--- config.mk ---
export PLATFORM = sky130hd
export DESIGN_NAME = fmps_readout_scheduler_flat
export DESIGN_NICKNAME = d
export VERILOG_FILES = /design/src/rtl/fmps_readout_scheduler_if.sv /design/src/rtl/fmps_readout_scheduler.sv /design/src/flat_wrapper.sv
export SDC_FILE = /design/constraint.sdc
export NUM_CORES = 1
export LEC_CHECK = 0
export BUFFER_PORTS_ARGS = -buffer_cell sky130_fd_sc_hd__buf_4
export CAP_MARGIN = 10
export CELL_PAD_IN_SITES_DETAIL_PLACEMENT = 1
export CELL_PAD_IN_SITES_GLOBAL_PLACEMENT = 1
export CORE_ASPECT_RATIO = 1.1
export CORE_UTILIZATION = 40
export CTS_CLUSTER_DIAMETER = 50
export DETAILED_ROUTE_END_ITERATION = 12
export GPL_ROUTABILITY_DRIVEN = 0
export MAX_ROUTING_LAYER = met4
export PLACE_DENSITY_LB_ADDON = 0.1
export SYNTH_ARGS = -nofsm -noshare
export SYNTH_HDL_FRONTEND = slang
export SYNTH_SLANG_ARGS = --single-unit
--- constraint.sdc ---
create_clock -name sysClk -period 3.45 [get_ports sysClk]
set_clock_uncertainty 0.05 [all_clocks]
set_input_delay 0.5175 -clock sysClk [delete_from_list [all_inputs] [get_ports sysClk]]
set_output_delay 0.5175 -clock sysClk [all_outputs]
set_load 0.01 [all_outputs]
--- src/rtl/fmps_readout_scheduler_if.sv ---
// fmps_readout_scheduler_if: start/bitmap, DPRAM readout, output stream and status bundle.
interface fmps_readout_scheduler_if #(parameter int INDEX_WIDTH = 5);
    localparam int N = 1 << INDEX_WIDTH;
    logic                   start;
    logic [N-1:0]           bitmapA;
    logic [N-1:0]           bitmapB;
    logic [INDEX_WIDTH-1:0] readoutAddress;
    logic [31:0]            readoutFMPS_A;
    logic [31:0]            readoutFMPS_B;
    logic                   outValid;
    logic                   outReady;
    logic [INDEX_WIDTH-1:0] outIndex;
    logic [31:0]            outData;
    logic                   outLast;
    logic                   busy;
    logic                   done;
    logic [INDEX_WIDTH:0]   entryCount;
    logic [15:0]            mismatchCount;
    logic [15:0]            overrunCount;
    modport master (
        output start, bitmapA, bitmapB, readoutFMPS_A, readoutFMPS_B, outReady,
        input  readoutAddress, outValid, outIndex, outData, outLast, busy, done,
               entryCount, mismatchCount, overrunCount
    );
    modport slave (
        input  start, bitmapA, bitmapB, readoutFMPS_A, readoutFMPS_B, outReady,
        output readoutAddress, outValid, outIndex, outData, outLast, busy, done,
               entryCount, mismatchCount, overrunCount
    );
endinterface

--- src/rtl/fmps_readout_scheduler.sv ---
// fmps_readout_scheduler: scans both link FMPS bitmaps per FA cycle and merges present entries into one stream.
module fmps_readout_scheduler #(
    parameter int INDEX_WIDTH = 5
) (
    input logic                     sysClk,
    input logic                     sysReset_n,
    fmps_readout_scheduler_if.slave bus
);
    localparam int N = 1 << INDEX_WIDTH;
    localparam logic [INDEX_WIDTH-1:0] IDX_MAX = '1;
    typedef enum logic [2:0] {IDLE, SCAN, WAIT1, WAIT2, CAPTURE, OUTPUT, DONE} state_e;
    state_e                 state_q, state_d;
    logic [N-1:0]           map_a_q, map_a_d, map_b_q, map_b_d;
    logic [INDEX_WIDTH-1:0] idx_q, idx_d, addr_q, addr_d, out_index_q, out_index_d;
    logic [31:0]            out_data_q, out_data_d;
    logic                   out_valid_q, out_valid_d, out_last_q, out_last_d;
    logic                   busy_q, busy_d, done_q, done_d;
    logic [INDEX_WIDTH:0]   entry_q, entry_d;
    logic [15:0]            mism_q, mism_d, overrun_q, overrun_d;
    logic [N-1:0]           m, above;
    always_comb begin
        m           = map_a_q | map_b_q;
        above       = m >> idx_q;
        state_d     = state_q;
        map_a_d     = map_a_q;
        map_b_d     = map_b_q;
        idx_d       = idx_q;
        addr_d      = addr_q;
        out_index_d = out_index_q;
        out_data_d  = out_data_q;
        out_valid_d = out_valid_q;
        out_last_d  = out_last_q;
        busy_d      = busy_q;
        done_d      = 1'b0;
        entry_d     = entry_q;
        mism_d      = mism_q;
        overrun_d   = (bus.start && state_q != IDLE && overrun_q != 16'hFFFF) ? overrun_q + 16'd1 : overrun_q;
        case (state_q)
            IDLE: if (bus.start) begin
                map_a_d = bus.bitmapA;
                map_b_d = bus.bitmapB;
                idx_d   = '0;
                entry_d = '0;
                busy_d  = 1'b1;
                state_d = SCAN;
            end
            SCAN: if (m[idx_q]) begin
                addr_d  = idx_q;
                state_d = WAIT1;
            end else if (idx_q == IDX_MAX) begin
                state_d = DONE;
            end else begin
                idx_d = idx_q + INDEX_WIDTH'(1);
            end
            WAIT1: state_d = WAIT2;
            WAIT2: state_d = CAPTURE;
            CAPTURE: begin
                // Link A wins when both links report the index
                out_data_d  = map_a_q[idx_q] ? bus.readoutFMPS_A : bus.readoutFMPS_B;
                mism_d      = (map_a_q[idx_q] && map_b_q[idx_q] && bus.readoutFMPS_A != bus.readoutFMPS_B
                               && mism_q != 16'hFFFF) ? mism_q + 16'd1 : mism_q;
                out_index_d = idx_q;
                out_last_d  = ~|above[N-1:1];
                out_valid_d = 1'b1;
                state_d     = OUTPUT;
            end
            OUTPUT: if (out_valid_q && bus.outReady) begin
                out_valid_d = 1'b0;
                out_last_d  = 1'b0;
                entry_d     = entry_q + (INDEX_WIDTH+1)'(1);
                state_d     = (out_last_q || idx_q == IDX_MAX) ? DONE : SCAN;
                idx_d       = (out_last_q || idx_q == IDX_MAX) ? idx_q : idx_q + INDEX_WIDTH'(1);
            end
            DONE: begin
                done_d  = 1'b1;
                busy_d  = 1'b0;
                state_d = IDLE;
            end
            default: state_d = IDLE;
        endcase
    end
    always_ff @(posedge sysClk) begin
        if (!sysReset_n) begin
            state_q     <= IDLE;
            map_a_q     <= '0;
            map_b_q     <= '0;
            idx_q       <= '0;
            addr_q      <= '0;
            out_index_q <= '0;
            out_data_q  <= '0;
            out_valid_q <= 1'b0;
            out_last_q  <= 1'b0;
            busy_q      <= 1'b0;
            done_q      <= 1'b0;
            entry_q     <= '0;
            mism_q      <= '0;
            overrun_q   <= '0;
        end else begin
            state_q     <= state_d;
            map_a_q     <= map_a_d;
            map_b_q     <= map_b_d;
            idx_q       <= idx_d;
            addr_q      <= addr_d;
            out_index_q <= out_index_d;
            out_data_q  <= out_data_d;
            out_valid_q <= out_valid_d;
            out_last_q  <= out_last_d;
            busy_q      <= busy_d;
            done_q      <= done_d;
            entry_q     <= entry_d;
            mism_q      <= mism_d;
            overrun_q   <= overrun_d;
        end
    end
    assign bus.readoutAddress = addr_q;
    assign bus.outValid       = out_valid_q;
    assign bus.outIndex       = out_index_q;
    assign bus.outData        = out_data_q;
    assign bus.outLast        = out_last_q;
    assign bus.busy           = busy_q;
    assign bus.done           = done_q;
    assign bus.entryCount     = entry_q;
    assign bus.mismatchCount  = mism_q;
    assign bus.overrunCount   = overrun_q;
endmodule

--- src/flat_wrapper.sv ---
// flat-port wrapper written by rule: the top's interface ports become plain ports
module fmps_readout_scheduler_flat 
#(
    parameter int INDEX_WIDTH = 5
)
  (sysClk, sysReset_n, bus_start, bus_bitmapA, bus_bitmapB, bus_readoutFMPS_A, bus_readoutFMPS_B, bus_outReady, bus_readoutAddress, bus_outValid, bus_outIndex, bus_outData, bus_outLast, bus_busy, bus_done, bus_entryCount, bus_mismatchCount, bus_overrunCount);
  fmps_readout_scheduler_if #(.INDEX_WIDTH(INDEX_WIDTH)) bus_i ();
  input logic sysClk;
  input logic sysReset_n;
  input wire logic [$bits(bus_i.start)-1:0] bus_start;
  input wire logic [$bits(bus_i.bitmapA)-1:0] bus_bitmapA;
  input wire logic [$bits(bus_i.bitmapB)-1:0] bus_bitmapB;
  input wire logic [$bits(bus_i.readoutFMPS_A)-1:0] bus_readoutFMPS_A;
  input wire logic [$bits(bus_i.readoutFMPS_B)-1:0] bus_readoutFMPS_B;
  input wire logic [$bits(bus_i.outReady)-1:0] bus_outReady;
  output wire logic [$bits(bus_i.readoutAddress)-1:0] bus_readoutAddress;
  output wire logic [$bits(bus_i.outValid)-1:0] bus_outValid;
  output wire logic [$bits(bus_i.outIndex)-1:0] bus_outIndex;
  output wire logic [$bits(bus_i.outData)-1:0] bus_outData;
  output wire logic [$bits(bus_i.outLast)-1:0] bus_outLast;
  output wire logic [$bits(bus_i.busy)-1:0] bus_busy;
  output wire logic [$bits(bus_i.done)-1:0] bus_done;
  output wire logic [$bits(bus_i.entryCount)-1:0] bus_entryCount;
  output wire logic [$bits(bus_i.mismatchCount)-1:0] bus_mismatchCount;
  output wire logic [$bits(bus_i.overrunCount)-1:0] bus_overrunCount;
  assign bus_i.start = bus_start;
  assign bus_i.bitmapA = bus_bitmapA;
  assign bus_i.bitmapB = bus_bitmapB;
  assign bus_i.readoutFMPS_A = bus_readoutFMPS_A;
  assign bus_i.readoutFMPS_B = bus_readoutFMPS_B;
  assign bus_i.outReady = bus_outReady;
  assign bus_readoutAddress = bus_i.readoutAddress;
  assign bus_outValid = bus_i.outValid;
  assign bus_outIndex = bus_i.outIndex;
  assign bus_outData = bus_i.outData;
  assign bus_outLast = bus_i.outLast;
  assign bus_busy = bus_i.busy;
  assign bus_done = bus_i.done;
  assign bus_entryCount = bus_i.entryCount;
  assign bus_mismatchCount = bus_i.mismatchCount;
  assign bus_overrunCount = bus_i.overrunCount;
  fmps_readout_scheduler #(.INDEX_WIDTH(INDEX_WIDTH)) u_core (.sysClk(sysClk), .sysReset_n(sysReset_n), .bus(bus_i));
endmodule
==> results.json <==
{
  "root_buffer": "clkbuf_16",
  "ys_types": 65,
  "dp.cells": 1512,
  "syn_to_final_growth_pct": 26.9,
  "stdcell_area_um2": 11400,
  "worst_slew_pin_slew_ns": 0.747,
  "die_x_um": 145,
  "stdcell_count": 1544,
  "vias": 8453,
  "grt_pass1_vias": 8484,
  "synthArstFlopShare": 0,
  "use_met2": 0.427,
  "synth_ff_type": "dfxtp_1",
  "avgSynthCellArea_um2": 8.51,
  "syn_area_um2": 8980,
  "min_period_ns": 3.03,
  "yosysWarningCount": 0,
  "cts_buffers": 17,
  "hpwl_um": 20500,
  "busiest_layer": "met2",
  "cts_tree": "done",
  "portBuffers": 215,
  "p_per_area_nw_per_um2": 628,
  "holdWs_ns": 0.286,
  "fp.dieH_um": 159,
  "synth-edff-count": 0,
  "hold_buffers": 0,
  "max_freq_mhz": 330,
  "drtIter0Drc": 352,
  "drt-wirelength-per-cell_um": 17.8,
  "grt_max_degree": 78,
  "grt_use_total": 0.251,
  "ys_ff_latch": 156,
  "finalSetupTns_ns": 0,
  "final_max_slew_viol_count": 0,
  "antenna_found_initial": 0,
  "status": "finished clean",
  "use_met3": 0.0355,
  "wl_um": 27400,
  "hold_violations": 0,
  "path_class": "flop to flop",
  "design_power_total_mw": 7.15,
  "final_nets": 1373,
  "setup_viol": 0,
  "hp-class": "primary input to flop",
  "drc": 0,
  "max_slew_margin": 0.497,
  "fp.dieArea_um2": 23000,
  "num_antenna_cells": 0,
  "ant_nets": 0,
  "crit_fanout": 34,
  "ir_drop_mv": 0.326,
  "drive_above_1_share": 0.255,
  "post_cts_buffers": 0,
  "p_leak_nw": 4.55,
  "worstPathRequired_ns": 3.72,
  "grt_pass1_wl_um": 44000,
  "ios": 216,
  "mostFrequentLayoutCell": "buf_4",
  "vias_per_cell": 5.47,
  "syn_inst": 1055,
  "seq_area_frac_synth": 0.348,
  "rsz0062_at_grt": "false",
  "crit_arrival_ns": 3.30,
  "layout_common_cells": "buf_4 (234), nand2_1 (176), dfxtp_1 (154)",
  "use_met1": 0.291,
  "cap_violations": 0,
  "post_dp_cell_area_um2": 10800,
  "overflow": 0,
  "dr.pass1.iters": 6,
  "cts-htree-levels": 4,
  "start_util": 0.407,
  "core_um2": 22000,
  "clk_latency_ns": 0.44,
  "syn_nets": 1192,
  "ctsResizeCount": 0,
  "endpoint_kind": "flop",
  "period_share": 0.878,
  "cts.sinks": 156,
  "cp-start-kind": "flop",
  "clk_pin_slew_worst_paths_ns": 0.07,
  "num_rows": 57,
  "clockBufferDepth": 2
}
layout make-up:
type,count,area [um2]
clock buffers,17,425
clock inverters,15,200
fillers,2648,10700
inverters,11,41.3
multi-input cells,813,5410
flip-flops and latches,156,3130
well taps,295,369
repair buffers,237,1820
cell usage after synthesis (all sizes together), types with 14 or more instances:
| cell type | number | share of area |
|---|---|---|
| nand2 | 177 | 0.074 |
| dfxtp | 156 | 0.35 |
| a21boi | 76 | 0.064 |
| nor2 | 69 | 0.029 |
| o21ai | 61 | 0.034 |
| a21oi | 58 | 0.033 |
| xnor2 | 54 | 0.053 |
| clkbuf | 47 | 0.020 |
| mux2i | 44 | 0.049 |
| mux4 | 31 | 0.080 |
| buf | 28 | 0.025 |
| nand3 | 27 | 0.016 |
| nor3 | 27 | 0.016 |
| and2 | 24 | 0.017 |
| nand4 | 21 | 0.015 |
| nor4b | 15 | 0.015 |
| nor2b | 14 | 0.0098 |
path summary, 6_finish.rpt:
path / start / end / slack (ns) / cells after the start
worst max-delay path: u_core.idx_q[0] / u_core.bus.readoutAddress[3] / 0.42 / 8
worst min-delay path: bus_bitmapB[10] / u_core.map_b_q[10] / 0.29 / 3
worst max register to register: u_core.idx_q[0] / u_core.bus.readoutAddress[3] / 0.42 / 8
worst min register to register: u_core.bus.outIndex[3] / u_core.bus.outIndex[3] / 0.42 / 2
flip-flops by register name (all words and copies together) (netlist names):
name,count
u_core.bus.overrunCount,16
u_core.bus.outData,32
u_core.bus.outLast,1
u_core.map_a_q,32
u_core.bus.mismatchCount,16
u_core.bus.done,1
u_core.idx_q,5
u_core.bus.entryCount,6
u_core.bus.outValid,1
u_core.state_q,3
u_core.bus.readoutAddress,5
u_core.bus.outIndex,5
u_core.bus.busy,1
u_core.map_b_q,32
cell families (layout without fill, tap and decap cells):
family,count (synthesis),after routing,share of synthesized area
simple gates,438,438,0.241
buf+inv,86,280,0.0500
mux,76,76,0.130
xor+xnor,63,63,0.0615
compound gates,231,231,0.162
flops,156,156,0.348
fa+ha+maj,5,5,0.00697
metal layers:
metal  vias up  part of all wire
li1       4118                 -
met1      4078              0.42
met2       202              0.51
met3        55             0.043
met4         0             0.030
met5         -                 0
critical path, stage by stage, from the launching register on:
cell,delay (ns)
dfxtp_2,0.67
buf_12,0.26
nor4_1,0.08
or4_1,0.51
mux4_2,0.52
a21oi_1,0.23
and2_1,0.29
mux2i_1,0.23
nor2b_1,0.07
power breakdown:
group	switching [mW]	internal (mW)
registers	0.350	2.09
clock network	0.850	1.17
logic	1.45	1.23
total	2.65	4.49
through the flow:
| step | utilization | setup slack, ns |
|---|---|---|
| after floorplan | - | 0.770 |
| after global placement | 0.488 | 0.490 |
| after detailed placement | 0.488 | 0.405 |
| final | 0.517 | 0.421 |
| after CTS | 0.517 | 0.403 |
| after global routing | 0.517 | 0.258 |
(Power assumes the default switching activity.)
